[src/rtl/change_dispenser_if.sv]
// Signal bundle between the change dispenser and its controller/hopper side.
// The slave modport is the dispenser's view. The master modport is the driver's view.
interface change_dispenser_if;
    logic       start;
    logic [7:0] amount;
    logic [2:0] tube_empty;
    logic       hopper_ack;
    logic       fault_clear;
    logic       eject_req;
    logic [1:0] eject_sel;
    logic       busy;
    logic       done;
    logic       fault;
    logic [7:0] remaining;
    logic [7:0] coins_paid;

    modport slave (
        input  start, amount, tube_empty, hopper_ack, fault_clear,
        output eject_req, eject_sel, busy, done, fault, remaining, coins_paid
    );

    modport master (
        output start, amount, tube_empty, hopper_ack, fault_clear,
        input  eject_req, eject_sel, busy, done, fault, remaining, coins_paid
    );
endinterface

[src/rtl/change_dispenser.sv]
// Breaks an owed amount into greedy 5/2/1 coin ejects.
// Each coin is requested from the hopper over a 4-phase req/ack handshake.
module change_dispenser #(
    parameter int unsigned ACK_TIMEOUT = 100000,
    parameter int unsigned GAP_CYCLES  = 1000
) (
    input  logic              clk,
    input  logic              rst,
    change_dispenser_if.slave bus
);

    localparam int unsigned TMAX = (ACK_TIMEOUT > GAP_CYCLES) ? ACK_TIMEOUT : GAP_CYCLES;
    localparam int          TW   = (TMAX > 1) ? $clog2(TMAX) : 1;

    localparam logic [TW-1:0] ACK_LAST = TW'(ACK_TIMEOUT - 1);
    localparam logic [TW-1:0] GAP_LAST = TW'(GAP_CYCLES - 1);

    localparam logic [2:0] S_IDLE     = 3'd0;
    localparam logic [2:0] S_SELECT   = 3'd1;
    localparam logic [2:0] S_EJECT    = 3'd2;
    localparam logic [2:0] S_WAIT_LOW = 3'd3;
    localparam logic [2:0] S_GAP      = 3'd4;
    localparam logic [2:0] S_DONE     = 3'd5;
    localparam logic [2:0] S_FAULT    = 3'd6;

    localparam logic [1:0] SEL_NONE = 2'b00;
    localparam logic [1:0] SEL_ONE  = 2'b01;
    localparam logic [1:0] SEL_TWO  = 2'b10;
    localparam logic [1:0] SEL_FIVE = 2'b11;

    logic [2:0]    state_q, state_d;
    logic [7:0]    rem_q,   rem_d;
    logic [7:0]    coins_q, coins_d;
    logic [1:0]    sel_q,   sel_d;
    logic [TW-1:0] timer_q, timer_d;
    logic [1:0]    pick;

    function automatic logic [7:0] coin_val(input logic [1:0] sel);
        case (sel)
            SEL_FIVE: coin_val = 8'd5;
            SEL_TWO:  coin_val = 8'd2;
            SEL_ONE:  coin_val = 8'd1;
            default:  coin_val = 8'd0;
        endcase
    endfunction

    // Largest coin that still fits and whose tube is stocked.
    always_comb begin
        pick = SEL_NONE;
        if (!bus.tube_empty[2] && rem_q >= 8'd5) begin
            pick = SEL_FIVE;
        end else if (!bus.tube_empty[1] && rem_q >= 8'd2) begin
            pick = SEL_TWO;
        end else if (!bus.tube_empty[0] && rem_q >= 8'd1) begin
            pick = SEL_ONE;
        end
    end

    always_comb begin
        // NOTE: every next-state signal gets its hold value first so no path leaves it unassigned and infers a latch.
        state_d = state_q;
        rem_d   = rem_q;
        coins_d = coins_q;
        sel_d   = sel_q;
        timer_d = timer_q;

        case (state_q)
            S_IDLE: begin
                timer_d = '0;
                if (bus.start) begin
                    rem_d   = bus.amount;
                    coins_d = 8'd0;
                    state_d = S_SELECT;
                end
            end

            S_SELECT: begin
                timer_d = '0;
                if (rem_q == 8'd0) begin
                    state_d = S_DONE;
                end else if (pick != SEL_NONE) begin
                    sel_d   = pick;
                    state_d = S_EJECT;
                end else begin
                    state_d = S_FAULT;
                end
            end

            S_EJECT: begin
                // An ack seen on the timeout edge still completes the coin.
                if (bus.hopper_ack) begin
                    rem_d   = rem_q - coin_val(sel_q);
                    coins_d = (coins_q == 8'hFF) ? coins_q : coins_q + 8'd1;
                    state_d = S_WAIT_LOW;
                end else if (timer_q == ACK_LAST) begin
                    state_d = S_FAULT;
                end else begin
                    timer_d = timer_q + TW'(1);
                end
            end

            S_WAIT_LOW: begin
                timer_d = '0;
                if (!bus.hopper_ack) begin
                    state_d = (GAP_CYCLES == 0) ? S_SELECT : S_GAP;
                end
            end

            S_GAP: begin
                if (timer_q == GAP_LAST) begin
                    state_d = S_SELECT;
                end else begin
                    timer_d = timer_q + TW'(1);
                end
            end

            S_DONE: begin
                state_d = S_IDLE;
            end

            S_FAULT: begin
                if (bus.fault_clear) begin
                    state_d = S_IDLE;
                end
            end

            default: begin
                state_d = S_IDLE;
            end
        endcase
    end

    always_ff @(posedge clk) begin
        // NOTE: state registers use non-blocking assignments so every flop samples pre-edge values.
        if (rst) begin
            state_q <= S_IDLE;
            rem_q   <= 8'd0;
            coins_q <= 8'd0;
            sel_q   <= SEL_NONE;
            timer_q <= '0;
        end else begin
            state_q <= state_d;
            rem_q   <= rem_d;
            coins_q <= coins_d;
            sel_q   <= sel_d;
            timer_q <= timer_d;
        end
    end

    assign bus.eject_req  = (state_q == S_EJECT);
    assign bus.eject_sel  = (state_q == S_EJECT) ? sel_q : SEL_NONE;
    assign bus.busy       = (state_q != S_IDLE);
    assign bus.done       = (state_q == S_DONE);
    assign bus.fault      = (state_q == S_FAULT);
    assign bus.remaining  = rem_q;
    assign bus.coins_paid = coins_q;

endmodule

[src/flat_wrapper.sv]
// flat-port wrapper written by rule: the top's interface ports become plain ports
module change_dispenser_flat 
#(
    parameter int unsigned ACK_TIMEOUT = 100000,
    parameter int unsigned GAP_CYCLES  = 1000
)
  (clk, rst, bus_start, bus_amount, bus_tube_empty, bus_hopper_ack, bus_fault_clear, bus_eject_req, bus_eject_sel, bus_busy, bus_done, bus_fault, bus_remaining, bus_coins_paid);
  change_dispenser_if bus_i ();
  input  logic clk;
  input  logic rst;
  input wire logic [$bits(bus_i.start)-1:0] bus_start;
  input wire logic [$bits(bus_i.amount)-1:0] bus_amount;
  input wire logic [$bits(bus_i.tube_empty)-1:0] bus_tube_empty;
  input wire logic [$bits(bus_i.hopper_ack)-1:0] bus_hopper_ack;
  input wire logic [$bits(bus_i.fault_clear)-1:0] bus_fault_clear;
  output wire logic [$bits(bus_i.eject_req)-1:0] bus_eject_req;
  output wire logic [$bits(bus_i.eject_sel)-1:0] bus_eject_sel;
  output wire logic [$bits(bus_i.busy)-1:0] bus_busy;
  output wire logic [$bits(bus_i.done)-1:0] bus_done;
  output wire logic [$bits(bus_i.fault)-1:0] bus_fault;
  output wire logic [$bits(bus_i.remaining)-1:0] bus_remaining;
  output wire logic [$bits(bus_i.coins_paid)-1:0] bus_coins_paid;
  assign bus_i.start = bus_start;
  assign bus_i.amount = bus_amount;
  assign bus_i.tube_empty = bus_tube_empty;
  assign bus_i.hopper_ack = bus_hopper_ack;
  assign bus_i.fault_clear = bus_fault_clear;
  assign bus_eject_req = bus_i.eject_req;
  assign bus_eject_sel = bus_i.eject_sel;
  assign bus_busy = bus_i.busy;
  assign bus_done = bus_i.done;
  assign bus_fault = bus_i.fault;
  assign bus_remaining = bus_i.remaining;
  assign bus_coins_paid = bus_i.coins_paid;
  change_dispenser #(.ACK_TIMEOUT(ACK_TIMEOUT), .GAP_CYCLES(GAP_CYCLES)) u_core (.clk(clk), .rst(rst), .bus(bus_i));
endmodule
[config.mk]
export PLATFORM = sky130hd
export DESIGN_NAME = change_dispenser_flat
export DESIGN_NICKNAME = d
export VERILOG_FILES = /design/src/rtl/change_dispenser_if.sv /design/src/rtl/change_dispenser.sv /design/src/flat_wrapper.sv
export SDC_FILE = /design/constraint.sdc
export NUM_CORES = 1
export LEC_CHECK = 0
export CAP_MARGIN = 10
export CORE_ASPECT_RATIO = 2
export CORE_MARGIN = 2
export CORE_UTILIZATION = 25
export CTS_CLUSTER_DIAMETER = 30
export DETAILED_ROUTE_END_ITERATION = 7
export PLACE_DENSITY = 0.5
export SLEW_MARGIN = 10
export SYNTH_ARGS = -nofsm -noshare
export SYNTH_HDL_FRONTEND = slang
export SYNTH_SLANG_ARGS = --single-unit
export TNS_END_PERCENT = 20
[constraint.sdc]
create_clock -name clk -period 3.4 [get_ports clk]
set_clock_uncertainty 0.2 [all_clocks]
set_input_delay 0.85 -clock clk [delete_from_list [all_inputs] [get_ports clk]]
set_output_delay 0.85 -clock clk [all_outputs]
set_load 0.05 [all_outputs]
==> impl_metrics.py, run 1 <==
metrics = {
    "routing": {
        "vias": 2241,
        "ant_nets": 0,
        "vias_per_cell": 5.18,
        "drt-pass1-iter-count": 4,
        "drt_iter0_drc": 132,
        "wl_um": 6530,
        "drc": 0,
        "routedWlPerCell_um": 15.1,
    },
    "grt": {
        "grt_pass1_vias": 2213,
        "grt_max_degree": 20,
        "track_usage": 0.137,
        "grt-ovfl-total": 0,
        "antenna_found_initial": 0,
        "grt_pass1_wl_um": 10900,
    },
    "critical_path": {
        "critPathMaxStageDelay_ns": 0.79,
        "path_cells": "nor3_1, inv_1, clkdlybuf4s50_1",
        "critical_path_class": "flop to primary output",
        "crit_arrival_ns": 2.07,
        "cpMaxStageDelayCell": "clkdlybuf4s50_1",
        "crit_required_ns": 2.35,
        "cp-end-kind": "primary output",
        "critPathMaxFanout": 19,
        "worst_setup_path_start_kind": "flop",
        "path_buf_inv": 2,
        "path_delay_family": "buffers and inverters",
    },
    "sta": {
        "worst_pin_slew_ns": 0.751,
        "finalCriticalPeriod_ns": 3.12,
        "slew-limit-headroom": 0.494,
        "post-route-period-util": 0.919,
        "fmax_mhz": 320,
        "setup_viol": 0,
        "setup_tns_ns": 0,
        "slew_violations": 0,
        "hold_viol_final": 0,
        "grt_setup_unrepaired": "no",
    },
    "cts": {
        "ctsHoldBuffers": 0,
        "ctsResizeCount": 0,
        "clk_latency_ns": 0.28,
        "numClockSinks": 38,
        "cts.path.max_buffers": 2,
        "cts_tree": "yes",
        "cts_setup_buffers": 0,
        "h-tree-depth": 2,
        "cts_buffers": 5,
        "root_buffer": "clkbuf_16",
        "clkTransAtPathRegs_ns": 0.06,
    },
    "pwr": {
        "cellLeakagePower_nw": 1.00,
        "p_sw_w": 0.00100,
        "p_per_area_nw_per_um2": 754,
        "pwr-share-comb": 0.492,
        "vdd_drop_max_v": 0.000212,
        "power_frac_seq": 0.274,
        "switching_share": 0.441,
        "pwr-share-clk": 0.235,
        "intPower_w": 0.00127,
    },
    "synthesis": {
        "yosysSeqAreaShare": 0.327,
        "syn_nets": 313,
        "syn_area_um2": 2320,
        "syn_inst": 291,
        "synthFlopType": "dfxtp_1",
        "synth_cell_types": 61,
        "synth_edf_count": 0,
        "ys_warn_count": 0,
        "ys_ff_latch": 38,
        "postSynthAreaPerCell_um2": 7.98,
        "synthArstFlopShare": 0,
    },
    "layout": {
        "layout.nets": 352,
        "syn_to_final_growth_pct": 29.6,
        "finish.cell_count_without_fillers": 433,
        "final_cell_mix": "38 x dfxtp_1, 34 x clkdlybuf4s50_1, 33 x nor2_1",
        "drive_gt1_frac": 0.0785,
        "final_common_cell": "dfxtp_1",
        "antenna_cells": 0,
    },
    "placement": {
        "dp_cells": 425,
        "port_buffers": 37,
        "gp_congestion": 0.855,
        "dp_hpwl_um": 5100,
    },
    "worst_hold_path": {
        "worstHoldPathType": "flop to flop",
    },
    "job": {
        "maxCapViolCount": 0,
    },
    "floorplan": {
        "std_cell_rows": 49,
        "dieArea_um2": 10100,
        "io_pins": 38,
        "initial_core_util": 0.258,
        "die_x_um": 72.2,
        "die_h_um": 140,
        "coreArea_um2": 9010,
    },
    "status": {
        "status": "complete, no violations",
    },
}
## cell type report
cell class,instances,area (um2)
Multi-Input combinational cell,228,1460
Clock inverter,1,30.0
Inverter,13,51.3
Tap cell,102,128
Clock buffer,7,133
Fill cell,967,6000
Sequential cell,38,761
Timing Repair Buffer,44,453
## tightest hold or removal path: cells and delay by family, from the launching register on
family / cells / cell delay (ns)
AOI/OAI and AO/OA: 2 / 0.13
DFF: 1 / 0.33
## routing by layer
layer  track usage  share of wire  up-vias  wire length, um
li1              -              -     1139                -
met1         0.137           0.36     1046             2340
met2         0.259           0.58       42             3770
met3        0.0187          0.029       14              187
met4        0.0715          0.035        0              229
met5             0              0        -                0
## cells in the mapped netlist, types with 2 or more instances
library cell  number  area [um2]
buf_2              5        25.0
nand2b_1           6        37.5
o21ai_1            4        20.0
o211ai_1           3        22.5
and4_1             2        17.5
or3_1              8        50.1
nor4_2             2        25.0
nor4b_1            2        17.5
and2_1             6        37.5
nor4_1             3        18.8
nand3_1            9        45.0
nor2_1            33         124
xor2_1             7        61.3
nand2_1           23        86.3
o32ai_1            3        26.3
a211oi_1           5        37.5
clkbuf_1           6        22.5
ha_1               5        62.6
o41ai_1            2        17.5
nor3_1            14        70.1
a21oi_1           14        70.1
nor3b_1            3        22.5
a31oi_1            2        12.5
inv_1             11        41.3
a221oi_1           2        17.5
nand4_1            6        37.5
dfxtp_1           38         761
or4_1              3        22.5
o2111ai_1          2        17.5
nor2b_1           10        62.6
xnor2_1            7        61.3
o21a_1             2        15.0
o21ai_0           10        50.1
o31ai_1            6        45.0
## flip-flops by register name, indices dropped and copies added, names as in the netlist
signal and flops:
u_core.timer_q 17, u_core.sel_q 2, u_core.bus.coins_paid 8, u_core.state_q 3, u_core.bus.remaining 8
## power groups by stage
stage / sequential [W] / clock, W / combinational [W]
after global routing: 0.000638 / 0.000564 / 0.00124
after floorplan: 0.000731 / 0 / 0.000672
after detailed placement: 0.000634 / 0 / 0.00113
after global placement: 0.000631 / 0 / 0.00112
final: 0.000622 / 0.000533 / 0.00112
after CTS: 0.000623 / 0.000548 / 0.00113
## kinds of logic after synthesis
kind of cell,Yosys count,synth area share
buffers and inverters,25,0.0458
AOI/OAI and AO/OA,68,0.202
DFF,38,0.327
and+or+nand+nor,139,0.332
xor gates and xnor gates,14,0.0528
muxes,1,0.00431
adders and majority gates,6,0.0355
## worst paths after layout
kind | from | end | slack (ns) | depth (start not counted)
setup reg to reg | u_core.state_q[0]$_SDFFE_PP0P_ | u_core.timer_q[9]$_SDFFE_PP0P_ | 1.06 | 7
hold / removal | u_core.sel_q[1]$_SDFFE_PP0P_ | u_core.sel_q[1]$_SDFFE_PP0P_ | 0.30 | 2
setup / recovery | u_core.state_q[2]$_SDFFE_PP0P_ | bus_busy | 0.28 | 3
hold reg to reg | u_core.sel_q[1]$_SDFFE_PP0P_ | u_core.sel_q[1]$_SDFFE_PP0P_ | 0.30 | 2
## stage by stage
stage	total power, W	setup slack [ns]	hold WS (ns)	cell area [um2]	utilization
after CTS	0.00230	0.242	0.302	3010	0.334
after floorplan	0.00140	0.714	0.265	2320	-
after global routing	0.00244	0.0831	0.331	3010	0.334
after global placement	0.00175	0.451	0.284	2850	0.316
after detailed placement	0.00176	0.429	0.294	2850	0.316
final	0.00227	0.277	0.301	3010	0.334
(Power assumes the default switching activity.)
==> inputs of run 2 (changes only) <==
- RECOVER_POWER: not set -> 50
==> impl_metrics.py, run 2 (same netlist as run 1, synthesis figures left out) <==
metrics = {
    "cts": {
        "cts_setup_buffers": 0,
        "cts.path.max_buffers": 2,
        "h-tree-depth": 2,
        "cts_buffers": 5,
        "numClockSinks": 38,
        "cts_tree": "yes",
        "ctsResizeCount": 0,
        "ctsHoldBuffers": 0,
        "root_buffer": "clkbuf_16",
        "clk_latency_ns": 0.28,
        "clkTransAtPathRegs_ns": 0.06,
    },
    "grt": {
        "grt_max_degree": 20,
        "grt-ovfl-total": 0,
        "antenna_found_initial": 0,
        "grt_pass1_wl_um": 10900,
        "grt_pass1_vias": 2213,
        "track_usage": 0.137,
    },
    "placement": {
        "pre_cts_ws_ns": 0.429,
        "dp_hpwl_um": 5100,
        "gp_congestion": 0.855,
        "port_buffers": 37,
    },
    "sta": {
        "setup_slack_ns": 0.265,
        "fmax_mhz": 319,
        "grt_setup_unrepaired": "no",
        "setup_viol": 0,
        "worst_pin_slew_ns": 0.868,
        "setup_tns_ns": 0,
        "slew-limit-headroom": 0.418,
        "slew_violations": 0,
        "finalCriticalPeriod_ns": 3.13,
        "post-route-period-util": 0.922,
        "hold_viol_final": 0,
    },
    "layout": {
        "layout.nets": 352,
        "syn_to_final_growth_pct": 28.4,
        "largest_reg_flops": 17,
        "antenna_cells": 0,
        "nFillCells": 967,
        "drive_gt1_frac": 0.0604,
        "largest-register": "u_core.timer_q",
        "final_cell_mix": "38 x dfxtp_1, 33 x nor2_1, 23 x nand2_1",
        "final_common_cell": "dfxtp_1",
    },
    "routing": {
        "vias": 2242,
        "routedWlPerCell_um": 15.0,
        "vias_per_cell": 5.18,
        "drt-pass1-iter-count": 4,
        "drt_iter0_drc": 122,
        "drc": 0,
        "wl_um": 6520,
        "ant_nets": 0,
    },
    "critical_path": {
        "critical_path_class": "input port to flop",
        "crit_arrival_ns": 3.15,
        "cpMaxStageDelayCell": "dlygate4sd3_1",
        "critPathMaxStageDelay_ns": 0.62,
        "crit_required_ns": 3.41,
        "cp-end-kind": "flop",
        "path_cells": "dlygate4sd3_1, nor2b_1, o22ai_1, o21ai_1, or4_1, a21oi_1",
        "worst_setup_path_start_kind": "input port",
        "critPathMaxFanout": 14,
    },
    "pwr": {
        "p_per_area_nw_per_um2": 749,
        "vdd_drop_max_v": 0.000206,
        "cellLeakagePower_nw": 1.02,
    },
    "floorplan": {
        "io_pins": 38,
        "dieArea_um2": 10100,
        "die_h_um": 140,
        "die_x_um": 72.2,
        "coreArea_um2": 9010,
        "initial_core_util": 0.258,
        "std_cell_rows": 49,
    },
    "job": {
        "maxCapViolCount": 0,
    },
    "status": {
        "status": "complete, no violations",
    },
    "worst_hold_path": {
        "worstHoldPathType": "flop to flop",
    },
}
[run 2: critical path, delay by kind of cell]
family / cells / cell delay [ns]
AOI/OAI and AO/OA: 3 / 0.93
and+or+nand+nor: 2 / 0.76
buffers and inverters: 1 / 0.62
[run 2: layout make-up]
| type | instances | area [um2] | share of cell area |
|---|---|---|---|
| Multi-Input combinational cell | 228 | 1440 | 0.483 |
| Sequential cell | 38 | 761 | 0.255 |
| Timing Repair Buffer | 44 | 442 | 0.148 |
| Clock buffer | 7 | 133 | 0.0444 |
| Tap cell | 102 | 128 | 0.0428 |
| Inverter | 13 | 51.3 | 0.0172 |
| Clock inverter | 1 | 30.0 | 0.0101 |
[run 2: layer usage]
metal	track usage	up-vias	part of all wire
met5	0	-	0
met4	0.0715	0	0.035
met3	0.0187	14	0.032
met2	0.259	46	0.58
met1	0.137	1042	0.35
li1	-	1140	-
[run 2: final timing paths]
| check | startpoint | end | slack [ns] | cells after the start |
|---|---|---|---|---|
| min reg2reg | u_core.sel_q[1]$_SDFFE_PP0P_ | u_core.sel_q[1]$_SDFFE_PP0P_ | 0.30 | 2 |
| min | u_core.sel_q[1]$_SDFFE_PP0P_ | u_core.sel_q[1]$_SDFFE_PP0P_ | 0.30 | 2 |
| max | bus_hopper_ack | u_core.timer_q[3]$_SDFFE_PP0P_ | 0.27 | 6 |
| max reg2reg | u_core.timer_q[11]$_SDFFE_PP0P_ | u_core.timer_q[5]$_SDFFE_PP0P_ | 0.90 | 5 |
[run 2: power breakdown]
group | switching, W | internal [W] | leakage, nW
registers | 0.000105 | 0.000515 | 0.309
logic | 0.000703 | 0.000380 | 0.630
clock network | 0.000185 | 0.000347 | 0.0781
total | 0.000993 | 0.00124 | 1.02
[run 2: stage by stage]
step	power, W	area, um2	hold slack [ns]	util	cells
CTS	0.00230	3010	0.302	0.334	433
detailed placement	0.00176	2850	0.294	0.316	425
global route	0.00240	2980	0.331	0.331	433
finish	0.00223	2980	0.301	0.331	433
global placement	0.00175	2850	0.284	0.316	425
floorplan	0.00140	2320	0.265	-	291
==> inputs of run 3 (changes only) <==
- SKIP_CTS_REPAIR_TIMING: not set -> 1
==> results of run 3 <==
Final layout, timing and power as in run 2 (identical DEF).
